===== src/rtl/phase_gen.sv =====
`timescale 1ns/1ps
// phase_gen: parametrised multi-phase machine-cycle generator.
// Divides clk_in into machine cycles of PHASES phases, each div+1 clk_in
// cycles long. Supports free-run (mode=0, gated by en) and single-step
// (mode=1, one cycle per step request) operation. Cycles always complete.
//
// Ports:
//   clk_in     - system clock
//   rst        - asynchronous active-high reset
//   en         - run enable (free-run mode)
//   mode       - 0 = free-run, 1 = single-step
//   step       - single-step request, level-sampled in IDLE
//   div        - phase length minus one, latched at phase-0 entry
//   out        - phase clock, high in even-indexed phases
//   acc_write  - WR_MASK[phase_idx] while active
//   phase      - one-hot current phase, zero when idle
//   phase_idx  - binary current phase, zero when idle
//   cycle_done - high for the final clk_in cycle of the last phase
//   busy       - high while running or stepping
module phase_gen #(
    parameter int                PHASES  = 4,
    parameter int                DIV_W   = 8,
    parameter logic [PHASES-1:0] WR_MASK = PHASES'(4'b0110),
    localparam int               PW      = (PHASES > 2) ? $clog2(PHASES) : 1
) (
    input  logic              clk_in,
    input  logic              rst,
    input  logic              en,
    input  logic              mode,
    input  logic              step,
    input  logic [DIV_W-1:0]  div,
    output logic              out,
    output logic              acc_write,
    output logic [PHASES-1:0] phase,
    output logic [PW-1:0]     phase_idx,
    output logic              cycle_done,
    output logic              busy
);

    localparam logic [1:0] S_IDLE = 2'd0;
    localparam logic [1:0] S_RUN  = 2'd1;
    localparam logic [1:0] S_STEP = 2'd2;

    localparam logic [PW-1:0] LAST = PW'(PHASES - 1);

    logic [1:0]       state, state_n;
    logic [PW-1:0]    idx, idx_n;
    logic [DIV_W-1:0] cnt, cnt_n;
    logic [DIV_W-1:0] div_q, div_q_n;
    logic             active_n;

    always_comb begin
        state_n = state;
        idx_n   = idx;
        cnt_n   = cnt;
        div_q_n = div_q;
        case (state)
            S_IDLE: begin
                idx_n = '0;
                cnt_n = '0;
                if (!mode && en) begin
                    state_n = S_RUN;
                    div_q_n = div;
                end else if (mode && step) begin
                    state_n = S_STEP;
                    div_q_n = div;
                end
            end
            S_RUN, S_STEP: begin
                if (cnt == div_q) begin
                    cnt_n = '0;
                    if (idx == LAST) begin
                        // Cycle boundary: only here are en/mode consulted again.
                        idx_n = '0;
                        if (state == S_RUN && !mode && en)
                            div_q_n = div;
                        else
                            state_n = S_IDLE;
                    end else begin
                        idx_n = idx + PW'(1);
                    end
                end else begin
                    cnt_n = cnt + DIV_W'(1);
                end
            end
            default: begin
                state_n = S_IDLE;
                idx_n   = '0;
                cnt_n   = '0;
            end
        endcase
    end

    assign active_n = (state_n != S_IDLE);

    always_ff @(posedge clk_in or posedge rst) begin
        if (rst) begin
            state <= S_IDLE;
            idx   <= '0;
            cnt   <= '0;
            div_q <= '0;
        end else begin
            state <= state_n;
            idx   <= idx_n;
            cnt   <= cnt_n;
            div_q <= div_q_n;
        end
    end

    // Outputs are registered from next-state values so they line up with
    // the state they describe without any combinational path from inputs.
    always_ff @(posedge clk_in or posedge rst) begin
        if (rst) begin
            out        <= 1'b0;
            acc_write  <= 1'b0;
            phase      <= '0;
            phase_idx  <= '0;
            cycle_done <= 1'b0;
            busy       <= 1'b0;
        end else begin
            out        <= active_n & ~idx_n[0];
            acc_write  <= active_n & WR_MASK[idx_n];
            phase      <= active_n ? (PHASES'(1) << idx_n) : '0;
            phase_idx  <= idx_n;
            cycle_done <= active_n && (idx_n == LAST) && (cnt_n == div_q_n);
            busy       <= active_n;
        end
    end

endmodule


===== config.mk =====
export PLATFORM = sky130hd
export DESIGN_NAME = phase_gen
export DESIGN_NICKNAME = d
export VERILOG_FILES = /design/src/rtl/phase_gen.sv
export SDC_FILE = /design/constraint.sdc
export NUM_CORES = 1
export LEC_CHECK = 0
export CORE_ASPECT_RATIO = 0.5
export CORE_MARGIN = 4
export CORE_UTILIZATION = 30
export DETAILED_ROUTE_END_ITERATION = 16
export PLACE_DENSITY = 0.59
export SYNTH_ARGS = -nofsm -noshare
export SYNTH_HDL_FRONTEND = slang
export SYNTH_SLANG_ARGS = --single-unit
export TNS_END_PERCENT = 50

===== constraint.sdc =====
create_clock -name clk_in -period 4.1 [get_ports clk_in]
set_input_delay 0.82 -clock clk_in [delete_from_list [all_inputs] [get_ports clk_in]]
set_output_delay 0.82 -clock clk_in [all_outputs]
set_load 0.05 [all_outputs]

; ---- After elaboration in Yosys (flattened, before gate mapping)
; Index checks and enable logic that the tools add are counted.
[totals]
wordCells = 52
ff_bits = 28
inputBits = 13
[classes]
muxes = 20
reduce_logical = 10
n_eq_ne = 6
bitwise = 3
order_cmp = 1
shifts = 1
add_sub_neg = 2
[op_table]
columns = cell, n
row1 = $mux W8, 7
row2 = $eq A8 B8 Y1, 2
row3 = $mux W2, 8
row4 = $pmux W8 S2, 1
row5 = $add A8 B1 Y8 const B, 1
row6 = $eq A2 B2 Y1 const B, 3
row7 = $logic_and A1 B1 Y1, 6
row8 = $mux W4, 1
row9 = $pmux W2 S2, 1
row10 = $shl A1 B2 Y4 const A, 1
row11 = $lt A2 B3 Y1 const B, 1
row12 = $add A2 B1 Y2 const B, 1
row13 = $and A1 B1 Y1, 2
row14 = $bmux W1 S2, 1
row15 = $eq A2 B1 Y1 const B, 1
row16 = $logic_not A2 Y1, 1
row17 = $reduce_bool A2 Y1, 1
row18 = $reduce_or A2 Y1, 1
row19 = $logic_not A1 Y1, 1
row20 = $mux W1, 1
row21 = $not A1 Y1, 1

; ---- Depth between registers and ports, before layout
[logic_depth]
ltp_word = 10
depth_mapped = 9
mapped_depth_nobuf = 9

; ---- Worst setup path after synthesis
; OpenSTA, ideal clock, no wires.
[synth_path]
kind = reg-to-reg
start = register, netlist name phase_idx[0]
end = register cycle_done
path_stages_with_launch = 9
path_buffers = 0
t_arrival_ns = 2.269
setup_slack_ns = 1.763
required_time_ns = 4.032
synth_period_minus_slack_ns = 2.337
cell_sequence = dfrtp_1 -> ha_1 -> nand4b_1 -> nor2_1 -> nand4_1 -> o221ai_1 -> xnor2_1 -> nand4_1 -> and4bb_1
[synth_lines]
columns = element, line
row1 = to (signal assigned), 125  ; cycle_done <= active_n && (idx_n == LAST) && (cnt_n == div_q_n);
row2 = to (decl), 36  ; output logic cycle_done,

; ---- Worst setup path after layout
[layout_path]
start = input mode
end = register cycle_done
[layout_via]
elab_cells_between_ends = 21
classes_between = eq/ne (1) / mux (12) / reduce/logical (8)
[layout_lines]
columns = element, line
row1 = from (decl), 29  ; input logic mode,
row2 = $logic_not A1 Y1, "61, 75"
row3 = $logic_and A1 B1 Y1 (2 in a row), 75  ; if (state == S_RUN && !mode && en)
row4 = $mux W8, 75
row5 = $mux W8, 72  ; if (idx == LAST) begin
row6 = $mux W8, 70  ; if (cnt == div_q) begin
row7 = $pmux W8 S2 (*), 57  ; case (state)
row8 = named net div_q_n[6], 49  ; logic [DIV_W-1:0] div_q, div_q_n;
row9 = $eq A8 B8 Y1 (*), 125
row10 = $logic_and A1 B1 Y1 (*), 125
; The timed path passes the listed nets; every way through them passes the cells marked *.

==> results.cfg <==
[outcome]
outcome = finished, final reports clean

[setup_path]
crit_fanout = 9
rrSetupSlack_ns = 1.37
required_ns = 4.32
cp-end-kind = flip-flop
cp_data_arrival_time_ns = 3.13
critPathKind = input port to flip-flop
cp-start-kind = input port

[cells_and_area]
layout_common_cells = dfrtp_1 (28), clkdlybuf4s50_1 (22), nand2_1 (13), xor2_1 (13)
final_area_mm2 = 0.00201
fillers = 516
layout_commonest_cell = dfrtp_1
num-nets-final = 210
drive_above_1_share_pct = 6.42
diodes = 0
syn_to_final_growth_pct = 20.9

[synthesis]
synth_area_mm2 = 0.00167
postSynthCellCount = 164
synth_top_family_by_area = simple AND/OR/NAND/NOR gates
yosysWarningCount = 0
async_flop_share_pct = 100
synth_seq_cells = 28
syn_nets = 186
synthTopCellsByArea = dfrtp_1 (42%), xor2_1 (6.8%), ha_1 (6.8%), xnor2_1 (4.7%), and2_1 (3.0%)
synth_top_area_share_pct = 42.1
synth_seq_area_share_pct = 42.1
yosys.cell_types.count = 36
synth_xor_area_share_pct = 11.6
synth_top_flop_cell = dfrtp_1
synth-compound-area-share_pct = 12.8
synth_adder_area_share_pct = 6.76
yosys.area_share.simple_pct = 23.2
avgSynthCellArea_um2 = 10.2
muxShareOfSynthArea_pct = 0.601
synth_top_cell_by_area = dfrtp_1
synth_edf_count = 0

[die]
dieArea_mm2 = 0.00688
rows = 18
die_h_um = 60.7
die_w_um = 113
start_util_pct = 32.4
core_area_mm2 = 0.00513
ios = 23

[clock_network]
cts_buffer_depth = 2
cts_hold_buffers = 0
clock_sinks = 28
postCtsSetupRepairBufs = 0
cts_root_buf = clkbuf_8
clk_pin_slew_ns = 0.09
cts_tree = yes
htreeDepth = 1
cts_buffers = 3
ctsResizeCount = 0
clock_latency_ns = 0.27

[global_route]
grt.total_usage_pct = 12.3
gr-total-overflow = 0
grt_pass1_vias = 1331
grt_first_pass_wirelength_um = 6650
antenna_found_initial = 0
grt_max_degree = 29

[power_and_ir_drop]
p_leak_uw = 0.000879
power_density_mw_per_mm2 = 639
p_total_uw = 1290
ir_worst_vdd_mv = 0.204

[flow_run]
drv_cap = 0

[timing]
period_needed_ns = 2.91
tns_ns = 0
final.setup.worst_slack_ns = 1.19
setup_viol = 0
timing.hold.ws_ns = 0.550
maxSlewHeadroom_pct = 29.5
worstMarginPinSlew_ns = 1.06
finalClockSkew_ns = 0.00425
finalHoldViolations = 0
slew_violations = 0
rsz0062_at_grt = false
fmax_ghz = 0.343
min_period_over_period_pct = 71.1

[routing]
ant_nets = 0
dr.pass1.iters = 4
drt_iter0_markers = 65
viasPerCell = 4.92
via_count = 1264
avgRoutedWirePerCell_um = 14.6
drt-total-wl_um = 3760
drc = 0

[place]
routabilityCongestion = 0.867
preCtsSetupSlack_ns = 0.918
place_area_mm2 = 0.00196
dp_hpwl_um = 2860
port_buffers = 22

[hold_path]
hp-class = flip-flop to flip-flop
[metrics by stage]
stage,std cells,utilization [%]
floorplan,164,-
global placement,253,38.1
detailed placement,253,38.1
CTS,257,39.2
global route,257,39.2
finish,257,39.2
[final cells by class]
class	count	area, um^2	share of cell area (%)
Multi-Input combinational cell	124	916	45.5
Sequential cell	28	701	34.8
Timing Repair Buffer	22	220	10.9
Tap cell	70	87.6	4.35
Clock buffer	4	55.1	2.73
Inverter	9	33.8	1.68
[flip-flops by register name (all words and copies together) (netlist names)]
name,cells
cnt,8
busy,1
phase_idx,2
div_q,8
state,2
acc_write,1
phase,4
cycle_done,1
out,1
[logic make-up after synthesis]
kind of cell,Yosys count
mux,1
flops,28
xor+xnor,22
fa+ha+maj,9
compound gates,28
buf+inv,12
simple gates,64
[worst paths after layout]
check                                  end  depth (start not counted)      from
min in group asynchronous           cnt[4]                          2       rst
worst max register to register  cycle_done                          9    cnt[3]
worst min-delay path              state[1]                          1  state[1]
max in group asynchronous         div_q[3]                          2       rst
worst min register to register    state[1]                          1  state[1]
worst max-delay path            cycle_done                          8      mode
[critical path, cell delays in order]
cell	delay, ns
clkdlybuf4s50_1	0.43
nand2b_1	0.24
a21oi_1	0.68
a221oi_1	0.17
o211ai_1	0.20
xor2_1	0.19
nand4_1	0.13
and4bb_1	0.27
[synth_stat cells, types with 3 or more instances]
master    number
and2_1         8
nor3_1         5
xor2_1        13
xnor2_1        9
ha_1           9
o221ai_1       4
nand2_1       13
nor2_1         7
a21oi_1        5
and3_1         3
inv_1          9
nand4_1        8
nand3_1        5
dfrtp_1       28
a22oi_1        5
nor2b_1        3
nand2b_1       4
[power breakdown]
part	internal [uW]	total, uW	switching [uW]	leakage, uW
Sequential	350	413	63.5	0.000368
Clock	86.0	169	83.4	0.0000288
Combinational	275	704	428	0.000481
[routing by layer]
layer,vias to the layer above,track usage (%),share of wire [%],wire length (um)
met4,0,4.62,2.2,82
met1,592,16.6,48,1810
met5,-,0,0,0
met2,26,19.9,46,1730
met3,10,2.49,3.8,144
li1,636,-,-,-
Note: power is estimated with default switching activity, not from simulation.
